<file path="config.mk">
export PLATFORM = sky130hd
export DESIGN_NAME = trigger_peak_detect_flat
export DESIGN_NICKNAME = d
export VERILOG_FILES = /design/src/rtl/trigger_peak_detect_if.sv /design/src/rtl/trigger_peak_detect.sv /design/src/flat_wrapper.sv
export SDC_FILE = /design/constraint.sdc
export NUM_CORES = 1
export LEC_CHECK = 0
export CAP_MARGIN = 20
export CORE_UTILIZATION = 30
export CTS_CLUSTER_DIAMETER = 200
export DETAILED_ROUTE_END_ITERATION = 10
export PLACE_DENSITY = 0.46
export SYNTH_ARGS = -nofsm -noshare
export SYNTH_HDL_FRONTEND = slang
export SYNTH_SLANG_ARGS = --single-unit
</file>
<file path="constraint.sdc">
create_clock -name clk -period 7.4 [get_ports clk]
set_input_delay 0.74 -clock clk [delete_from_list [all_inputs] [get_ports clk]]
set_output_delay 0.74 -clock clk [all_outputs]
set_load 0.05 [all_outputs]
</file>
<file path="src/rtl/trigger_peak_detect_if.sv">
// Metric/trigger stream bundle: 32-bit data with last marker and valid/ready.
interface trigger_peak_detect_if;
    logic [31:0] tdata;
    logic        tlast;
    logic        tvalid;
    logic        tready;

    modport master (output tdata, tlast, tvalid, input tready);
    modport slave  (input tdata, tlast, tvalid, output tready);
endinterface

</file>
<file path="src/rtl/trigger_peak_detect.sv">
// Delays a detection metric by WINDOW samples and flags with tlast the first
// maximum inside the search window opened by each threshold crossing.
module trigger_peak_detect #(
    parameter int         WINDOW = 16,
    parameter logic [7:0] BASE   = 8'd0
) (
    input  logic                         clk,
    input  logic                         reset,
    input  logic                         clear,
    input  logic                         set_stb,
    input  logic [7:0]                   set_addr,
    input  logic [31:0]                  set_data,
    trigger_peak_detect_if.slave         metric,
    trigger_peak_detect_if.master        trigger
);
    localparam int CW = $clog2(WINDOW + 1);

    typedef enum logic [1:0] {IDLE, SEARCH, HOLDOFF} state_t;

    state_t                   state;
    logic [31:0]              threshold;
    logic [15:0]              holdoff;
    logic [15:0]              hold_lat;
    logic [15:0]              hcnt;
    logic [CW-1:0]            fill;
    logic [CW-1:0]            cnt;
    logic [CW-1:0]            age;
    logic [31:0]              peak_val;
    logic [WINDOW-1:0][31:0]  data;
    logic [WINDOW-1:0]        mark;

    logic                     full;
    logic                     accept;
    logic                     beats;
    logic                     done;
    logic [CW-1:0]            cnt_nxt;
    logic [CW-1:0]            age_nxt;
    logic [WINDOW-1:0]        mark_nxt;
    logic                     unused_tlast;

    assign unused_tlast   = metric.tlast;

    assign full           = (fill == CW'(WINDOW));
    assign metric.tready  = ~full | trigger.tready;
    assign accept         = metric.tvalid & metric.tready;
    assign trigger.tvalid = full & metric.tvalid;
    assign trigger.tdata  = data[WINDOW-1];
    assign trigger.tlast  = mark[WINDOW-1];

    always_ff @(posedge clk) begin
        if (reset) begin
            threshold <= '1;
            holdoff   <= '0;
        end else if (set_stb) begin
            if (set_addr == BASE)
                threshold <= set_data;
            if (set_addr == BASE + 8'd1)
                holdoff <= set_data[15:0];
        end
    end

    // The incoming sample lands in stage 0 after the shift, so a peak of age a
    // sits in stage a once the shift completes; the mark is applied post-shift.
    always_comb begin
        beats    = metric.tdata > peak_val;
        cnt_nxt  = cnt + 1'b1;
        age_nxt  = beats ? '0 : age + 1'b1;
        done     = (state == SEARCH) && (cnt_nxt == CW'(WINDOW));
        mark_nxt = {mark[WINDOW-2:0], 1'b0};
        for (int i = 0; i < WINDOW; i++)
            if (done && age_nxt == CW'(i))
                mark_nxt[i] = 1'b1;
    end

    always_ff @(posedge clk) begin
        if (reset || clear) begin
            state    <= IDLE;
            fill     <= '0;
            data     <= '0;
            mark     <= '0;
            cnt      <= '0;
            age      <= '0;
            peak_val <= '0;
            hcnt     <= '0;
            hold_lat <= '0;
        end else if (accept) begin
            data <= {data[WINDOW-2:0], metric.tdata};
            mark <= mark_nxt;
            if (!full)
                fill <= fill + 1'b1;
            case (state)
                IDLE: begin
                    if (metric.tdata > threshold) begin
                        state    <= SEARCH;
                        peak_val <= metric.tdata;
                        age      <= '0;
                        cnt      <= CW'(1);
                    end
                end
                SEARCH: begin
                    cnt <= cnt_nxt;
                    age <= age_nxt;
                    if (beats)
                        peak_val <= metric.tdata;
                    if (done) begin
                        hcnt     <= '0;
                        hold_lat <= holdoff;
                        state    <= (holdoff == '0) ? IDLE : HOLDOFF;
                    end
                end
                HOLDOFF: begin
                    hcnt <= hcnt + 16'd1;
                    if (hcnt + 16'd1 == hold_lat)
                        state <= IDLE;
                end
                default: state <= IDLE;
            endcase
        end
    end
endmodule

</file>
<file path="src/flat_wrapper.sv">
// flat-port wrapper written by rule: the top's interface ports become plain ports
module trigger_peak_detect_flat 
#(
    parameter int         WINDOW = 16,
    parameter logic [7:0] BASE   = 8'd0
)
  (clk, reset, clear, set_stb, set_addr, set_data, metric_tdata, metric_tlast, metric_tvalid, metric_tready, trigger_tdata, trigger_tlast, trigger_tvalid, trigger_tready);
  trigger_peak_detect_if metric_i ();
  trigger_peak_detect_if trigger_i ();
  input  logic clk;
  input  logic reset;
  input  logic clear;
  input  logic set_stb;
  input  logic [7:0] set_addr;
  input  logic [31:0] set_data;
  input wire logic [$bits(metric_i.tdata)-1:0] metric_tdata;
  input wire logic [$bits(metric_i.tlast)-1:0] metric_tlast;
  input wire logic [$bits(metric_i.tvalid)-1:0] metric_tvalid;
  output wire logic [$bits(metric_i.tready)-1:0] metric_tready;
  output wire logic [$bits(trigger_i.tdata)-1:0] trigger_tdata;
  output wire logic [$bits(trigger_i.tlast)-1:0] trigger_tlast;
  output wire logic [$bits(trigger_i.tvalid)-1:0] trigger_tvalid;
  input wire logic [$bits(trigger_i.tready)-1:0] trigger_tready;
  assign metric_i.tdata = metric_tdata;
  assign metric_i.tlast = metric_tlast;
  assign metric_i.tvalid = metric_tvalid;
  assign metric_tready = metric_i.tready;
  assign trigger_tdata = trigger_i.tdata;
  assign trigger_tlast = trigger_i.tlast;
  assign trigger_tvalid = trigger_i.tvalid;
  assign trigger_i.tready = trigger_tready;
  trigger_peak_detect #(.WINDOW(WINDOW), .BASE(BASE)) u_core (.clk(clk), .reset(reset), .clear(clear), .set_stb(set_stb), .set_addr(set_addr), .set_data(set_data), .metric(metric_i), .trigger(trigger_i));
endmodule
</file>
==> flow_summary_export.csv <==
group,metric,value,unit
floorplanning,io_pins,114,
synthesis,synth_top_cell_by_area,"dfxtp_1",
grt,track_usage,13.6,%
layout,drive_gt1_share,4.68,%
sta,finalClockSkew,0.0161,ns
route,wl,59900,um
worst_hold_path,whs_path_depth,2,
critical_path,start_kind,"flip-flop",
critical_path,end_kind,"flip-flop",
layout,n_fill_cell,8987,
synthesis,ys_seq_elements,657,
clock_tree,postCtsHoldBufs,0,
synthesis,syn_avg_cell_area,8.02,um2
route,ant_nets,0,
placed_design,portBuffers,112,
floorplanning,core,84200,um2
pwr,power.density,249,nW/um2
grt,antenna_found_initial,0,
sta,fin_tns_setup,0,ns
critical_path,critPathBufInv,3,
floorplanning,die_h,295,um
pwr,ir_drop,0.155,mV
route,highest_layer,"met4",
critical_path,ff2ff_path_depth,8,
pwr,total_power,7.40,mW
critical_path,cp_max_fo,181,
synthesis,synth_ff_type,"dfxtp_1",
critical_path,cpPeakStageDelay,0.80,ns
grt,grt_pass1_vias,18149,
route,wl_per_cell,13.8,um
synthesis,async_flop_share,0,%
route,viasPerCell,4.56,
sta,hold_ws,0.436,ns
grt,grt_overflow,0,
critical_path,crit_type,"flip-flop to flip-flop",
floorplanning,start_util,30.5,%
critical_path,path_cells,"inv_1 -> ha_1 -> nand4bb_1 -> o21ai_4 -> buf_12 -> buf_4 -> nand2_1 -> a21oi_1",
route,drt-initial-drc-count,1289,
worst_hold_path,holdPathEnd,"u_core.data[190]$_SDFFE_PP0P_",
sta,fmax,0.274,GHz
route,drc,0,
clock_tree,path_clk_slew,0.06,ns
grt,grt_max_degree,192,
layout,multiInputGateArea,11200,um2
critical_path,r2r_end,"u_core.data[402]$_SDFFE_PP0P_",
route,drt_first_pass_iters,6,
floorplanning,dieWidth,295,um
floorplanning,rows,106,
layout,area_delta_synth_final,15.6,%
clock_tree,cts_resized,0,
synthesis,yosys-top-cells-area,"dfxtp_1 51%, nand2_1 17%, a21oi_1 11%, ha_1 3.4%, mux2i_1 2.8%",
clock_tree,cts_setup_buffers,0,
sta,fin_crit_sh,49.2,%
clock_tree,numClockSinks,657,
route,dr_wl_met3,1930,um
sta,drv_slew,0,
pwr,p_leak,9.76,nW
outcome,status,"completed",
critical_path,r2r_setup_slack,3.76,ns
synthesis,seq_area_frac_synth,51.2,%
clock_tree,cts_buffers,72,
worst_hold_path,min_from,"u_core.data[158]$_SDFFE_PP0P_",
route,vias,19793,
placed_design,globalplace.congestion,0.785,
critical_path,cp_data_required_time,7.91,ns
synthesis,yosys_warnings,0,
critical_path,r2r-start,"u_core.fill[0]$_SDFFE_PP0P_",
clock_tree,root_buffer,"clkbuf_16",
synthesis,synth_cell_type_count,65,
synthesis,synth_edf_count,0,
placed_design,dp_hpwl,35400,um
sta,worst_slew_pin_slew,1.06,ns
route,wl_met2,26700,um
worst_hold_path,hold_class,"flip-flop to flip-flop",
clock_tree,clk_latency,0.60,ns
floorplanning,dieArea,86800,um2
synthesis,synth_nets,3352,
sta,min_period,3.64,ns
synthesis,synth_top_area_share,51.2,%
layout,num-nets-final,3304,
grt,grt_first_pass_wirelength,97300,um
clock_tree,cts_buffer_depth,3,
layout,seq_area,13200,um2
clock_tree,htreeDepth,3,
layout,n_antenna_cell,0,
sta,finalSetupViolations,0,
critical_path,cp.arrival,4.16,ns
synthesis,synth_area,25700,um2
clock_tree,cts_tree,"built",
sta,rsz0062_at_grt,"no",
critical_path,worst_path_max_delay_cell,"buf_4",
critical_path,crit_family,"buffers and inverters",
sta,hold_violations,0,
run,max_cap_viol_count,0,
route,m1WireLength,30200,um
synthesis,synthCells,3203,
sta,relSlewSlack,29.1,%
==> stage by stage <==
step,setup slack [ns],instances,area [um2],utilization (%)
floorplan,4.58,3203,25700,-
global placement,3.24,4215,27300,32.4
detailed placement,3.20,4215,27300,32.4
CTS,3.63,4341,29700,35.2
global route,3.31,4341,29700,35.2
finish,3.76,4341,29700,35.2
==> report_power, final <==
group          switching, mW  leakage, nW  internal, mW
Combinational          0.217         3.31        0.0744
Clock                   1.45         1.16          2.12
Sequential           0.00402         5.29          3.55
Total                   1.67         9.76          5.74
==> worst reg2reg max path: stages, from the launching register on <==
cell and delay [ns]:
dfxtp_1 0.32, inv_1 0.09, ha_1 0.15, nand4bb_1 0.32, o21ai_4 0.76, buf_12 0.61
buf_4 0.96, nand2_1 0.18, a21oi_1 0.16
==> area by class of cell <==
type                       count  area share [%]
sequential                   657            44.3
multi-input combinational   2226            37.6
clock buffer                 108            7.25
tap                         1134            4.78
timing repair buffer         131            4.54
inverter                      67           0.847
clock inverter                18           0.675
==> cell families (layout without fill, tap and decap cells) <==
| logic type | Yosys count | in the layout | synth area share, % |
|---|---|---|---|
| AO/OA/AOI/OAI | 681 | 681 | 14.4 |
| XOR/XNOR | 36 | 36 | 1.23 |
| adder cells (fa/ha/maj) | 70 | 70 | 3.41 |
| buffers and inverters | 320 | 324 | 5.45 |
| flip-flops | 657 | 657 | 51.2 |
| multiplexers | 73 | 73 | 2.85 |
| AND/OR/NAND/NOR | 1366 | 1366 | 21.4 |
==> metal layers <==
layer | vias up | GRT usage (%)
li1 | 10436 | -
met1 | 9081 | 19.3
met2 | 199 | 21.0
met3 | 77 | 2.50
met4 | 0 | 3.53
met5 | - | 0
==> layout by cell type, fill, tap and decap left out, types with 23 or more instances in the layout <==
cell,n
xnor2_1,24
inv_1,67
a211o_1,32
ha_1,70
mux2i_1,73
a21oi_1,575
clkbuf_16,75
dfxtp_1,657
clkdlybuf4s50_1,111
nand4_1,23
nor2_1,101
nand3_1,31
o21ai_0,23
nand2_1,1138
==> registers in the layout (all words and copies together) (netlist names) <==
name / flops
u_core.hold_lat: 16
u_core.hcnt: 16
u_core.mark: 16
u_core.cnt: 5
u_core.fill: 5
u_core.holdoff: 16
u_core.state: 2
u_core.trigger.tdata: 32
u_core.threshold: 32
u_core.age: 5
u_core.data: 480
u_core.peak_val: 32
==> how the worst max path moves through the flow <==
stage	from	end	slack (ns)	cells past startpoint
6_report	u_core.fill[0]$_SDFFE_PP0P_	u_core.data[402]$_SDFFE_PP0P_	3.76	8
5_1_grt	u_core.fill[0]$_SDFFE_PP0P_	u_core.data[372]$_SDFFE_PP0P_	3.31	8
4_1_cts	u_core.fill[0]$_SDFFE_PP0P_	u_core.state[1]$_SDFFE_PP0P_	3.63	11
3_5_place_dp	metric_tdata[9]	u_core.peak_val[7]$_SDFFE_PP0P_	3.20	9
3_3_place_gp	metric_tdata[9]	u_core.peak_val[19]$_SDFFE_PP0P_	3.24	9
2_1_floorplan	metric_tdata[1]	u_core.peak_val[10]$_SDFFE_PP0P_	4.58	9
==> synthesized netlist by cell type, types with 12 or more instances <==
master and n:
nand2_1 1138, dfxtp_1 657, a21oi_1 575, clkbuf_1 194, nor2_1 103, mux2i_1 73
ha_1 70, inv_1 67, buf_4 34, a211o_1 32, nand3_1 31, xnor2_1 24
nand4_1 23, o21ai_0 23, buf_2 17, xor2_1 12
Power figures use the tool's default switching activity.
